--- src/rtl/rst_seq_pkg.sv ---
// Shared types and limits for the staggered reset sequencer.
package rst_seq_pkg;

  typedef enum logic [1:0] {
    HOLD,
    STEP,
    RUN
  } state_t;

  localparam int unsigned N_CH_MAX = 16;
  // Wide enough to count 0..N_CH_MAX.
  localparam int unsigned IDX_W    = 5;

  function automatic bit cnt_fits(input int unsigned val, input int unsigned width);
    return (64'(val) >> width) == 64'd0;
  endfunction

endpackage

--- src/rtl/rst_seq_if.sv ---
// Request/status bundle between the reset sequencer and its controller.
interface rst_seq_if #(
  parameter int unsigned N_CH = 3
);
  logic            SwRst_req;
  logic            Kick;
  logic [N_CH-1:0] Rst_n_o;
  logic            Busy;
  logic            Done;
  logic            WdogEvt;

  modport master (
    output SwRst_req,
    output Kick,
    input  Rst_n_o,
    input  Busy,
    input  Done,
    input  WdogEvt
  );

  modport slave (
    input  SwRst_req,
    input  Kick,
    output Rst_n_o,
    output Busy,
    output Done,
    output WdogEvt
  );
endinterface

--- src/rtl/rst_seq_cnt.sv ---
// Up-counter with synchronous clear and enable; tc flags the edge on which the
// count would reach lim, and the counter reloads to zero on that edge.
module rst_seq_cnt #(
  parameter int unsigned CNT_W = 8
) (
  input  logic             clk,
  input  logic             clr,
  input  logic             en,
  input  logic [CNT_W-1:0] lim,
  output logic             tc
);
  logic [CNT_W-1:0] cnt;

  assign tc = en && (cnt == lim - CNT_W'(1));

  always_ff @(posedge clk) begin
    if (clr) begin
      cnt <= '0;
    end else if (en) begin
      cnt <= tc ? '0 : cnt + CNT_W'(1);
    end
  end
endmodule

--- src/rtl/rst_seq.sv ---
// Staggered reset sequencer: holds all channels, then releases them one by one.
// Optional watchdog re-sequence is built only when RST_SEQ_WDOG_EN is defined.
module rst_seq
  import rst_seq_pkg::*;
#(
  parameter int unsigned N_CH     = 3,
  parameter int unsigned HOLD_CYC = 16,
  parameter int unsigned STEP_CYC = 8,
  parameter int unsigned CNT_W    = 8,
  parameter int unsigned WDOG_CYC = 200
) (
  input  logic        Clk,
  input  logic        Rst,
  rst_seq_if.slave    bus
);

  if (N_CH < 1 || N_CH > N_CH_MAX || HOLD_CYC < 1 || STEP_CYC < 1 ||
      !cnt_fits(HOLD_CYC, CNT_W) || !cnt_fits(STEP_CYC, CNT_W) ||
      !cnt_fits(WDOG_CYC, CNT_W)) begin : g_bad_param
    $error("rst_seq: illegal parameter set");
  end

  state_t           state;
  logic [IDX_W-1:0] idx;
  logic [N_CH-1:0]  rst_n;
  logic             busy;
  logic             done;

  logic             restart;
  logic             wdog_fire;
  logic             tmr_en;
  logic             tmr_clr;
  logic             tmr_tc;
  logic [CNT_W-1:0] tmr_lim;

  assign restart = Rst || bus.SwRst_req || wdog_fire;
  assign tmr_en  = (state != RUN);
  assign tmr_clr = restart || (state == RUN);
  assign tmr_lim = (state == HOLD) ? CNT_W'(HOLD_CYC) : CNT_W'(STEP_CYC);

  rst_seq_cnt #(.CNT_W(CNT_W)) u_tmr (
    .clk (Clk),
    .clr (tmr_clr),
    .en  (tmr_en),
    .lim (tmr_lim),
    .tc  (tmr_tc)
  );

`ifdef RST_SEQ_WDOG_EN
  logic wd_en;
  logic wd_clr;
  logic wd_tc;
  logic wdog_evt;

  assign wd_en     = (state == RUN);
  assign wd_clr    = Rst || bus.Kick || !wd_en;
  // A kick on the expiry edge suppresses the event.
  assign wdog_fire = wd_tc && !bus.Kick && !Rst;

  rst_seq_cnt #(.CNT_W(CNT_W)) u_wdog (
    .clk (Clk),
    .clr (wd_clr),
    .en  (wd_en),
    .lim (CNT_W'(WDOG_CYC)),
    .tc  (wd_tc)
  );

  always_ff @(posedge Clk) begin
    if (Rst) wdog_evt <= 1'b0;
    else     wdog_evt <= wdog_fire;
  end

  assign bus.WdogEvt = wdog_evt;
`else
  assign wdog_fire   = 1'b0;
  assign bus.WdogEvt = 1'b0;
`endif

  always_ff @(posedge Clk) begin
    if (restart) begin
      state <= HOLD;
      idx   <= '0;
      rst_n <= '0;
      busy  <= 1'b1;
      done  <= 1'b0;
    end else begin
      case (state)
        HOLD: begin
          if (tmr_tc) begin
            rst_n[0] <= 1'b1;
            idx      <= IDX_W'(1);
            if (N_CH == 1) begin
              state <= RUN;
              busy  <= 1'b0;
              done  <= 1'b1;
            end else begin
              state <= STEP;
            end
          end
        end
        STEP: begin
          if (tmr_tc) begin
            for (int unsigned i = 0; i < N_CH; i++) begin
              if (idx == IDX_W'(i)) rst_n[i] <= 1'b1;
            end
            idx <= idx + IDX_W'(1);
            if (idx == IDX_W'(N_CH - 1)) begin
              state <= RUN;
              busy  <= 1'b0;
              done  <= 1'b1;
            end
          end
        end
        RUN: ;
        default: begin
          state <= HOLD;
          idx   <= '0;
          rst_n <= '0;
          busy  <= 1'b1;
          done  <= 1'b0;
        end
      endcase
    end
  end

  assign bus.Rst_n_o = rst_n;
  assign bus.Busy    = busy;
  assign bus.Done    = done;

endmodule

--- src/flat_wrapper.sv ---
// flat-port wrapper written by rule: the top's interface ports become plain ports
module rst_seq_flat import rst_seq_pkg::*;
#(
  parameter int unsigned N_CH     = 3,
  parameter int unsigned HOLD_CYC = 16,
  parameter int unsigned STEP_CYC = 8,
  parameter int unsigned CNT_W    = 8,
  parameter int unsigned WDOG_CYC = 200
)
  (Clk, Rst, bus_SwRst_req, bus_Kick, bus_Rst_n_o, bus_Busy, bus_Done, bus_WdogEvt);
  rst_seq_if #(.N_CH(N_CH)) bus_i ();
  input  logic Clk;
  input  logic Rst;
  input wire logic [$bits(bus_i.SwRst_req)-1:0] bus_SwRst_req;
  input wire logic [$bits(bus_i.Kick)-1:0] bus_Kick;
  output wire logic [$bits(bus_i.Rst_n_o)-1:0] bus_Rst_n_o;
  output wire logic [$bits(bus_i.Busy)-1:0] bus_Busy;
  output wire logic [$bits(bus_i.Done)-1:0] bus_Done;
  output wire logic [$bits(bus_i.WdogEvt)-1:0] bus_WdogEvt;
  assign bus_i.SwRst_req = bus_SwRst_req;
  assign bus_i.Kick = bus_Kick;
  assign bus_Rst_n_o = bus_i.Rst_n_o;
  assign bus_Busy = bus_i.Busy;
  assign bus_Done = bus_i.Done;
  assign bus_WdogEvt = bus_i.WdogEvt;
  rst_seq #(.N_CH(N_CH), .HOLD_CYC(HOLD_CYC), .STEP_CYC(STEP_CYC), .CNT_W(CNT_W), .WDOG_CYC(WDOG_CYC)) u_core (.Clk(Clk), .Rst(Rst), .bus(bus_i));
endmodule
--- config.mk ---
export PLATFORM = sky130hd
export DESIGN_NAME = rst_seq_flat
export DESIGN_NICKNAME = d
export VERILOG_FILES = /design/src/rtl/rst_seq_pkg.sv /design/src/rtl/rst_seq_if.sv /design/src/rtl/rst_seq_cnt.sv /design/src/rtl/rst_seq.sv /design/src/flat_wrapper.sv
export SDC_FILE = /design/constraint.sdc
export NUM_CORES = 1
export LEC_CHECK = 0
export BUFFER_PORTS_ARGS = -buffer_cell sky130_fd_sc_hd__buf_2
export CELL_PAD_IN_SITES_DETAIL_PLACEMENT = 0
export CELL_PAD_IN_SITES_GLOBAL_PLACEMENT = 1
export CORE_ASPECT_RATIO = 1.75
export CORE_MARGIN = 3
export CORE_UTILIZATION = 44
export DETAILED_ROUTE_END_ITERATION = 7
export PLACE_DENSITY_LB_ADDON = 0.3
export SYNTH_ARGS = -nofsm -noshare
export SYNTH_HDL_FRONTEND = slang
export SYNTH_HIERARCHICAL = 1
export SYNTH_SLANG_ARGS = --single-unit
--- constraint.sdc ---
create_clock -name Clk -period 3.27 [get_ports Clk]
set_input_delay 0.1635 -clock Clk [delete_from_list [all_inputs] [get_ports Clk]]
set_output_delay 0.1635 -clock Clk [all_outputs]
set_load 0.05 [all_outputs]
After elaboration in Yosys (flattened, before gate mapping)
Index checks and enable logic that the tools add are counted.
Word-level totals
  register bits: 20
  output and inout bits: 6
  logic and storage cells: 56
Operators by class
  add/sub/neg operators: 3
  eq/ne operators: 11
  mux-type cells: 21
  bitwise logic cells: 2
  reductions and logical operators: 11
Operators by type and width (count)
  two-way mux 5 bit: 3
  one-hot mux 5 bit (3 select lines): 1
  AND reduction 3 bit: 3
  adder 8 x 1 -> 8 bit, second input constant: 1
  == test 8 bit: 1
  two-way mux 8 bit: 1
  AND reduction 4 bit: 2
  subtractor 8 x 1 -> 8 bit, second input constant: 1
  two-way mux 1 bit: 7
  two-way mux 2 bit: 3
  != test 2 x 1 -> 1 bit, second input constant: 3
  != test 2 bit, second input constant: 3
  one-hot mux 2 bit (3 select lines): 1
  adder 5 x 1 -> 5 bit, second input constant: 1
  == test 5 x 1 -> 1 bit, second input constant: 1
  == test 5 x 2 -> 1 bit, second input constant: 1
  zero test 5 bit: 1
  one-hot mux 1 bit (2 select lines): 2
  one-hot mux 2 bit (2 select lines): 1
  two-way mux 3 bit: 1
  one-hot mux 1 bit (3 select lines): 1
  == test 2 x 1 -> 1 bit, second input constant: 1
  == test 2 bit, second input constant: 1
  zero test 2 bit: 1
  4 further kinds: 6

Depth between registers and ports, before layout
Gate-level depths: netlist of the first run.
  depth in word-level cells: 7
  mapped depth: 11
  gate-level depth less buffers: 9

By module
Netlist of the first run, hierarchy kept.
Modules (own cells, without submodules)
  rst_seq_cnt: instances 1, cells an instance 76, area an instance 638.1 um^2, sequential area each 160.2 um^2
  rst_seq: instances 1, cells an instance 66, area an instance 558.0 um^2, sequential area each 220.2 um^2

Worst setup path after synthesis of the first run
Ideal clock, no wire load.
  kind: register to register
  from: reg u_core.state[0]
  to: reg u_core.idx[4]
  library setup time: 0.070 ns
  arrival: 2.756 ns
  required time: 3.200 ns
  setup slack: 0.444 ns
  cell stages (with the launch flop): 12
  clock period less this slack: 2.826 ns
  cell sequence: dfxtp_1 > buf_2 > nor2_1 > inv_1 > nor4_4 > and4b_1 > a41oi_1 > a211oi_4 > buf_2 > mux2i_1 > or3_1 > a21oi_1
Between the ends
  word-level cells in the longest chain between the ends: 7
  elaborated cells between the ends (all ways): 13
  those cells by class: add/sub (1); eq/ne (6); mux (2); bitwise (1); reduce/logical (3)
RTL lines
  from (decl): line rst_seq.sv:23  | state_t state;
  from (signal assigned): line rst_seq.sv:81  | state <= HOLD;
  from (signal assigned): line rst_seq.sv:93  | state <= RUN;
  from (signal assigned): line rst_seq.sv:97  | state <= STEP;
  zero test 2 bit (*): line rst_seq.sv:39  | assign tmr_lim = (state == HOLD) ? CNT_W'(HOLD_CYC) : CNT_W'(STEP_CYC);
  two-way mux 5 bit (*): line rst_seq.sv:39
  via u_core.tmr_lim[4]: line rst_seq.sv:34  | logic [CNT_W-1:0] tmr_lim;
  subtractor 8 x 1 -> 8 bit (*): line rst_seq_cnt.sv:14  | assign tc = en && (cnt == lim - CNT_W'(1));
  == test 8 bit (*): line rst_seq_cnt.sv:14
  logical AND 1 bit (*): line rst_seq_cnt.sv:14
  via u_core.tmr_tc: line rst_seq.sv:33  | logic tmr_tc;
  != test 2 bit (no line)
  AND reduction 3 bit (no line) (*)
  to (signal assigned): line rst_seq.sv:106  | idx <= idx + IDX_W'(1);
  to (decl): line rst_seq.sv:24  | logic [IDX_W-1:0] idx;
The timed path passes the listed nets; every way through them passes the cells marked *.
A chain may end at the register's enable or synchronous reset.

Final worst setup path of the first run
  from: reg u_core.state[0]
  to: reg u_core.rst_n[0], in the netlist u_core/bus.Rst_n_o[0]
Between the ends
  word-level cells in the longest chain between the ends: 7
  elaborated cells between the ends (all ways): 14
  those cells by class: add/sub (1); eq/ne (7); mux (2); bitwise (1); reduce/logical (3)
RTL lines
  zero test 2 bit (*): line rst_seq.sv:39
  two-way mux 5 bit (*): line rst_seq.sv:39
  via u_core.tmr_lim[4]: line rst_seq.sv:34
  subtractor 8 x 1 -> 8 bit (*): line rst_seq_cnt.sv:14
  == test 8 bit (*): line rst_seq_cnt.sv:14
  logical AND 1 bit (*): line rst_seq_cnt.sv:14
  via u_core.tmr_tc: line rst_seq.sv:33
  != test 2 bit (no line)
  AND reduction 4 bit (no line) (*)
  to (signal assigned): line rst_seq.sv:83  | rst_n <= '0;
  to (signal assigned): line rst_seq.sv:90  | rst_n[0] <= 1'b1;
  to (signal, indexed assignment): line rst_seq.sv:104  | if (idx == IDX_W'(i)) rst_n[i] <= 1'b1;
  to (decl): line rst_seq.sv:25  | logic [N_CH-1:0] rst_n;
Marked as above.

==> metrics.csv, run 1 <==
metric;value;unit
worst reg2reg path depth;10;
fin crit share;85.8;%
synthesized area;1200;um^2
hold crit path type;in2reg;
vias;1018;
vias per cell;5.12;
Yosys reg bits;19;
Final Skew;0.00406;ns
first-pass GRT wire length;4180;um
count of cell types in the netlist;41;
DRC;0;
hold buffers post-CTS;0;
row cnt;24;
min-delay src;Rst;
Avg Cell Area, Syn;8.42;um^2
setup TNS;0;ns
sequential share of the synthesized area;31.8;%
drt first pass iters;4;
Global Route Usage Sum;16.9;%
Clock transition at path regs;0.07;ns
Vert. Die Dim;75.0;um
Max-Cap Viols;0;
largest net degree at the start of global routing;18;
Final Hold Viols;0;
Clock H-tree levels;1;
die width;45.4;um
WL per Instance;11.6;um
worst skew pair latency;0.25;ns
peak supply drop;332;uV
CTS Buffer Depth;2;
CP required;3.41;ns
leakage;0.561;nW
Async S/R FF share, synth;0;%
worst reg2reg startpoint;u_core/state[0]$_SDFFE_PP0P_;
layout cell share with drive strength beyond 1;9.83;%
CTS resizes;0;
CP endpoint kind;flip-flop;
Hold Path Cell Cnt;3;
port bufs;7;
Filler Cell Count;255;
Setup CP Type;reg2reg;
post-CTS setup buffer count;0;
Crit Reg-Reg Endpoint;u_core/bus.Rst_n_o[0]$_SDFFE_PP0P_;
crit-path max cell delay;0.41;ns
CTS tree;built;
cells along the critical path;nor2_1 > inv_1 > nor4_4 > a211oi_1 > o21ai_0 > a211oi_4 > buf_4 > nor2b_1 > a311oi_1 > nor3_1;
Final Core Density;53.9;%
antenna diode count;0;
Slew Viols, Final;0;
GRT overflow;0;
# setup viols final;0;
r2r setup slk;0.46;ns
crit path DAT;2.94;ns
hold path endpoint;u_core/state[0]$_SDFFE_PP0P_;
EDFF count, synth;0;
RSZ-0062 raised after global routing;false;
hpwl dp;1840;um
total CTS buffers;3;
total power density per cell area;312;nW/um^2
antenna violations before repair;0;
Die ar.;3400;um^2
CP max FO;17;
vias in the first global route;979;
Clock Root Buffer;clkbuf_8;
YS warnings;6;
Area Growth Syn to Fin;15.1;%
Max Clk Rate;0.356;GHz
CP max-delay cell;nor2_1;
Top delay family on crit path;simple AND/OR/NAND/NOR gates;
Buf/Inv on CP;2;
Initial Utilization;46.9;%
final WL;2300;um
post-route ant nets;0;
top_reg_cell synth;dfxtp_1;
cells after synthesis;142;
CTS sink cnt;19;
IO Pins;10;
GPL Wtd Cong;0.769;
min Tclk post-route;2.81;ns
outcome;completed;
Final #Nets;184;
total core area;2550;um^2
DR iter-0 viols;14;
Setup crit start kind;flip-flop;
==> where the power goes <==
part | total (mW) | switching [mW] | internal [mW] | leakage (nW)
Clock | 0.160 | 0.0731 | 0.0866 | 0.0228
Combinational | 0.0354 | 0.0224 | 0.0130 | 0.385
Sequential | 0.234 | 0.00176 | 0.233 | 0.153
==> tightest hold or removal path: stages <==
cell and delay [ns]:
buf_2 0.10, nor2_1 0.05, o2111a_1 0.13
==> sequential cells by signal, indices dropped and copies added, names as in the netlist <==
| register | cells |
|---|---|
| u_core/bus.Rst_n_o | 2 |
| u_core/bus.Done | 1 |
| u_core/idx | 5 |
| u_core/bus.Busy | 1 |
| u_core/state | 2 |
| u_core/u_tmr/cnt | 8 |
==> how the worst max path moves through the flow <==
stage	slack (ns)	end	depth (start not counted)	from
after global placement	0.51	u_core/bus.Busy$_SDFFE_PP1P_	9	u_core/state[0]$_SDFFE_PP0P_
after detailed placement	0.49	u_core/bus.Busy$_SDFFE_PP1P_	9	u_core/state[0]$_SDFFE_PP0P_
after global routing	0.16	u_core/idx[1]$_SDFFE_PP0P_	10	u_core/state[0]$_SDFFE_PP0P_
after CTS	0.47	u_core/bus.Busy$_SDFFE_PP1P_	9	u_core/state[0]$_SDFFE_PP0P_
after floorplan	0.44	u_core/idx[4]$_SDFFE_PP0P_	11	u_core/state[0]$_SDFFE_PP0P_
final	0.46	u_core/bus.Rst_n_o[0]$_SDFFE_PP0P_	10	u_core/state[0]$_SDFFE_PP0P_
==> layer usage <==
layer | part of all wire [%] | routed length (um) | GRT usage (%) | up-vias
li1 | - | - | - | 536
met1 | 39 | 903 | 17.4 | 463
met2 | 57 | 1310 | 31.3 | 15
met3 | 2.0 | 46 | 2.15 | 4
met4 | 1.7 | 38 | 8.79 | 0
met5 | 0 | 0 | 0 | -
==> cells by family after synthesis <==
kind of cell               Yosys count  synth area share, %
AOI/OAI and AO/OA                   32                 18.9
xor gates and xnor gates            15                 11.0
muxes                                1                0.837
adders and majority gates            6                 6.28
and+or+nand+nor                     52                 24.9
buffers and inverters               16                 5.96
other                                1                0.314
DFF                                 19                 31.8
==> final cells by class <==
cell class              count  area (um^2)  share of cell area [%]
repair buffers              8         42.5                    3.09
inverters                   9         33.8                    2.45
clock buffers               4         45.0                    3.27
multi-input cells         133          842                    61.2
flip-flops and latches     19          380                    27.6
well taps                  26         32.5                    2.36
==> cells in the mapped netlist, drive strengths merged, types with 2 or more instances <==
cell type	n	area share, %
dfxtp	19	32
nor3	11	4.6
a21oi	10	4.2
inv	9	2.8
xor2	9	6.6
nand2	7	2.2
nor2	7	2.2
buf	6	2.8
ha	6	6.3
o21ai	6	2.5
xnor2	6	4.4
nand2b	5	2.6
nand3	4	1.7
nand4	4	2.1
and3	3	1.6
or3	3	1.6
a211oi	2	2.3
a21o	2	1.3
a41oi	2	1.5
nor2b	2	1.0
or3b	2	1.5
==> metrics by stage <==
stage / instances / worst slack, ns / hold slack, ns / power (mW) / area (um^2)
3_3_place_gp: 195 / 0.514 / 0.427 / 0.273 / 1330
4_1_cts: 199 / 0.471 / 0.226 / 0.433 / 1380
6_report: 199 / 0.463 / 0.231 / 0.429 / 1380
2_1_floorplan: 168 / 0.444 / 0.347 / 0.269 / 1290
5_1_grt: 199 / 0.160 / 0.240 / 0.447 / 1380
3_5_place_dp: 195 / 0.487 / 0.435 / 0.273 / 1330
==> placed cells by master, fill, tap and decap left out, drive strengths merged, types with 6 or more instances in the layout <==
| cell type | count |
|---|---|
| dfxtp | 19 |
| xor2 | 9 |
| buf | 8 |
| ha | 6 |
| a21oi | 10 |
| nand2 | 7 |
| inv | 9 |
| nor2 | 7 |
| xnor2 | 6 |
| nor3 | 11 |
| o21ai | 6 |
| conb | 27 |
(Power assumes the default switching activity.)
==> inputs of run 2 (changes only) <==
==> constraint.sdc (replaced) <==
create_clock -name Clk -period 3.27 [get_ports Clk]
set_input_delay 0.327 -clock Clk [delete_from_list [all_inputs] [get_ports Clk]]
set_output_delay 0.327 -clock Clk [all_outputs]
set_load 0.05 [all_outputs]
==> metrics.csv, run 2 (synthesized netlist as in run 1, its figures left out) <==
metric;value;unit;change
outcome;completed;;unchanged
Setup crit start kind;flip-flop;;unchanged
CTS sink cnt;19;;unchanged
commonest non-fill, non-tap cell in the layout;conb_1;;unchanged
Final Hold Viols;0;;unchanged
DRC;0;;unchanged
total core area;2550;um^2;unchanged
post-route ant nets;0;;unchanged
min Tclk post-route;2.85;ns;was 2.81 ns
Final Core Density;53.9;%;unchanged
Max-Cap Viols;0;;unchanged
CP required;3.42;ns;was 3.41 ns
die width;45.4;um;unchanged
Max Clk Rate;0.351;GHz;was 0.356 GHz
CTS Buffer Depth;2;;unchanged
max reg flops;8;;unchanged
grt met2 use;29.9;%;was 31.3%
most used routing layer;met2;;unchanged
CTS tree;built;;unchanged
most frequent cells in the layout;conb_1 (27), dfxtp_1 (19), nor3_1 (11);;unchanged
worst skew pair latency;0.25;ns;about the same
# setup viols final;0;;unchanged
crit path DAT;3.00;ns;was 2.94 ns
footprint of the multi-input gates;842;um^2;unchanged
CP max FO;17;;unchanged
Clock transition at path regs;0.07;ns;about the same
vias;1018;;unchanged
leakage;0.561;nW;unchanged
post-CTS setup buffer count;0;;unchanged
fin crit share;87.1;%;was 85.8%
Filler Cell Count;251;;was 255
Total Power;426;uW;was 429 uW
WL per Instance;11.6;um;about the same
hpwl dp;1830;um;was 1840 um
Biggest register;u_core/u_tmr/cnt;;unchanged
RSZ-0062 raised after global routing;false;;unchanged
GPL Wtd Cong;0.768;;was 0.769
antenna diode count;0;;unchanged
non-filler cells, final;199;;unchanged
Final #Nets;184;;unchanged
Die ar.;3400;um^2;unchanged
hold buffers post-CTS;0;;unchanged
Relative slew margins;65.9;%;
DR iter-0 viols;28;;was 14
Clock Root Buffer;clkbuf_8;;unchanged
total power density per cell area;310;nW/um^2;was 312 nW/um^2
Tightest Pin Transition;0.507;ns;
met3 GRT Util;1.67;%;was 2.15%
antenna violations before repair;0;;unchanged
largest net degree at the start of global routing;18;;unchanged
total CTS buffers;3;;unchanged
Slew Viols, Final;0;;unchanged
final WL;2310;um;was 2300 um
IO Pins;10;;unchanged
port bufs;7;;unchanged
GRT overflow;0;;unchanged
Initial Utilization;46.9;%;unchanged
Cell Count Post-Placement;195;;unchanged
Vert. Die Dim;75.0;um;unchanged
Clock H-tree levels;1;;unchanged
hold crit path type;in2reg;;unchanged
setup TNS;0;ns;unchanged
CTS resizes;0;;unchanged
CP endpoint kind;flip-flop;;unchanged
drt first pass iters;4;;unchanged
first-pass GRT wire length;3910;um;was 4180 um
biggest regs;u_core/u_tmr/cnt (8), u_core/idx (5);;unchanged
Final Skew;0.00316;ns;was 0.00406 ns
peak supply drop;257;uV;was 332 uV
Area Growth Syn to Fin;15.1;%;unchanged
Reg area;380;um^2;unchanged
Global Route Usage Sum;15.6;%;was 16.9%
row cnt;24;;unchanged
Setup CP Type;reg2reg;;unchanged
vias in the first global route;989;;was 979
vias per cell;5.12;;unchanged
layout cell share with drive strength beyond 1;9.83;%;unchanged
M1 GR Usage;14.9;%;was 17.4%
[run 2: worst paths after layout]
path                                startpoint                           end  slack [ns]  cells after the start
setup reg to reg  u_core/state[0]$_SDFFE_PP0P_  u_core/bus.Busy$_SDFFE_PP1P_        0.42                      9
hold reg to reg   u_core/bus.Busy$_SDFFE_PP1P_  u_core/bus.Busy$_SDFFE_PP1P_        0.45                      1
hold / removal                             Rst    u_core/idx[0]$_SDFFE_PP0P_        0.39                      3
setup / recovery  u_core/state[0]$_SDFFE_PP0P_  u_core/bus.Busy$_SDFFE_PP1P_        0.42                      9
[run 2: metrics by stage]
stage,area (um^2),setup WS [ns],hold WS (ns)
global route,1380,0.167,0.408
detailed placement,1330,0.439,0.435
CTS,1380,0.419,0.384
floorplan,1290,0.444,0.457
finish,1380,0.421,0.391
global placement,1330,0.509,0.427
[run 2: critical path, cell delays in order, from the launching register on]
cell and delay [ns]:
dfxtp_1 0.40, nor2_1 0.43, inv_1 0.25, nor4_4 0.36, and4b_1 0.24, a41oi_1 0.07, a211oi_4 0.30, buf_4 0.25
nand4_1 0.21, a21o_1 0.23
[run 2: final cells by class]
cell class	instances	share of cell area (%)
tap	26	2.36
multi-input combinational	133	61.2
inverter	9	2.45
clock buffer	4	3.27
sequential	19	27.6
timing repair buffer	8	3.09
[run 2: where the power goes]
part / switching, mW / total (mW) / leakage (nW) / internal, mW
sequential: 0.00182 / 0.234 / 0.153 / 0.233
clock: 0.0705 / 0.157 / 0.0228 / 0.0864
combinational: 0.0218 / 0.0348 / 0.385 / 0.0130
total: 0.0942 / 0.426 / 0.561 / 0.332
[run 2: layer usage]
layer | part of all wire [%] | vias up | routed length [um]
met2 | 58 | 9 | 1340
met1 | 38 | 467 | 883
met3 | 1.7 | 6 | 39
li1 | - | 536 | -
met5 | 0 | - | 0
met4 | 2.2 | 0 | 51
==> inputs of run 3 (changes only) <==
- CORE_ASPECT_RATIO: 1.75 -> default
==> metrics.csv, run 3 (synthesized netlist as in run 1, its figures left out) <==
metric;value;unit;change
CTS resizes;0;;unchanged
Max-Cap Viols;0;;unchanged
non-filler cells, final;204;;was 199
CTS sink cnt;19;;unchanged
crit path DAT;3.05;ns;was 3.00 ns
setup TNS;0;ns;unchanged
CTS Buffer Depth;2;;unchanged
die width;58.1;um;was 45.4 um
Initial Utilization;47.4;%;was 46.9%
total CTS buffers;3;;unchanged
max reg flops;8;;unchanged
Area Growth Syn to Fin;14.6;%;was 15.1%
IO Pins;10;;unchanged
Total Power;385;uW;was 426 uW
Cell Count Post-Placement;200;;was 195
Setup CP Type;reg2reg;;unchanged
largest net degree at the start of global routing;12;;was 18
commonest non-fill, non-tap cell in the layout;conb_1;;unchanged
total power density per cell area;281;nW/um^2;was 310 nW/um^2
drt first pass iters;4;;unchanged
vias in the first global route;913;;was 989
RSZ-0062 raised after global routing;false;;unchanged
CP endpoint kind;flip-flop;;unchanged
CP required;3.50;ns;was 3.42 ns
hpwl dp;1740;um;was 1830 um
antenna diode count;0;;unchanged
vias per cell;5.14;;was 5.12
Clock Root Buffer;clkbuf_4;;was clkbuf_8
outcome;completed;;unchanged
antenna violations before repair;0;;unchanged
biggest regs;u_core/u_tmr/cnt (8), u_core/idx (5);;unchanged
Slew Viols, Final;0;;unchanged
DRC;0;;unchanged
hold buffers post-CTS;0;;unchanged
Die ar.;3380;um^2;was 3400 um^2
GPL Wtd Cong;0.773;;was 0.768
leakage;0.561;nW;about the same
Max Clk Rate;0.355;GHz;was 0.351 GHz
Final Skew;0.00492;ns;was 0.00316 ns
CP max FO;6;;was 17
Biggest register;u_core/u_tmr/cnt;;unchanged
first-pass GRT wire length;3930;um;was 3910 um
DR iter-0 viols;42;;was 28
vias;1048;;was 1018
Global Route Usage Sum;14.7;%;was 15.6%
design area;1370;um^2;was 1380 um^2
WL per Instance;11.4;um;was 11.6 um
Clock transition at path regs;0.11;ns;was 0.07 ns
post-CTS setup buffer count;0;;unchanged
final WL;2330;um;was 2310 um
fin crit share;86.1;%;was 87.1%
worst skew pair latency;0.29;ns;was 0.25 ns
Vert. Die Dim;58.1;um;was 75.0 um
CTS tree;built;;unchanged
Clock H-tree levels;1;;unchanged
hold crit path type;in2reg;;unchanged
# setup viols final;0;;unchanged
Final #Nets;185;;was 184
DP Area;1340;um^2;was 1330 um^2
most frequent cells in the layout;conb_1 (27), dfxtp_1 (19), nor3_1 (11);;unchanged
layout cell share with drive strength beyond 1;10.9;%;was 9.83%
row cnt;18;;was 24
post-route ant nets;0;;unchanged
GRT overflow;0;;unchanged
Final Core Density;54.4;%;was 53.9%
total core area;2520;um^2;was 2550 um^2
peak supply drop;254;uV;was 257 uV
Final Hold Viols;0;;unchanged
min Tclk post-route;2.81;ns;was 2.85 ns
port bufs;7;;unchanged
Setup crit start kind;flip-flop;;unchanged
Filler Cell Count;259;;was 251
==> run 3: cell types whose count changed in the layout (fill, tap and decap cells not counted) <==
cell | previous run | this run
clkbuf_1 | 1 | 0
buf_4 | 1 | 2
clkbuf_4 | 0 | 3
clkbuf_8 | 3 | 0
clkinv_2 | 0 | 1
==> run 3: power by group <==
group,internal (mW),switching [mW],total [mW]
Sequential,0.233,0.00194,0.234
Combinational,0.0129,0.0215,0.0345
Clock,0.0455,0.0703,0.116
Total,0.291,0.0938,0.385
==> run 3: layout make-up <==
type / count / area [um^2] / area share [%]
Inverter: 9 / 33.8 / 2.46
Clock buffer: 3 / 22.5 / 1.64
Sequential cell: 19 / 380 / 27.7
Clock inverter: 1 / 5.00 / 0.365
Tap cell: 30 / 37.5 / 2.74
Timing Repair Buffer: 9 / 50.0 / 3.65
Multi-Input combinational cell: 133 / 842 / 61.4
==> run 3: critical path: stages, from the launching register on <==
cell	delay, ns
dfxtp_1	0.40
nor2_1	0.41
inv_1	0.24
nor4_4	0.37
and4b_1	0.24
a41oi_1	0.07
a211oi_4	0.31
mux2i_1	0.18
or3_1	0.38
a21oi_1	0.15
==> run 3: layer usage <==
layer	GRT usage, %	vias to the layer above	routed length, um
met5	0	-	0
met4	4.97	0	18
met3	2.67	2	142
met2	23.1	24	1040
met1	20.3	482	1120
li1	-	540	-
==> run 3: path summary, 6_finish.rpt <==
check / slack [ns] / from / to / depth (start not counted)
worst max register to register: 0.46 / u_core/state[1]$_SDFFE_PP0P_ / u_core/idx[4]$_SDFFE_PP0P_ / 9
worst min register to register: 0.46 / u_core/bus.Busy$_SDFFE_PP1P_ / u_core/bus.Busy$_SDFFE_PP1P_ / 1
worst min-delay path: 0.33 / Rst / u_core/idx[1]$_SDFFE_PP0P_ / 3
worst max-delay path: 0.46 / u_core/state[1]$_SDFFE_PP0P_ / u_core/idx[4]$_SDFFE_PP0P_ / 9
==> run 3: per-stage QoR <==
step / setup slack (ns) / hold slack, ns
final: 0.455 / 0.332
after detailed placement: 0.473 / 0.438
after global placement: 0.554 / 0.432
after floorplan: 0.444 / 0.457
after CTS: 0.440 / 0.318
after global routing: 0.170 / 0.344
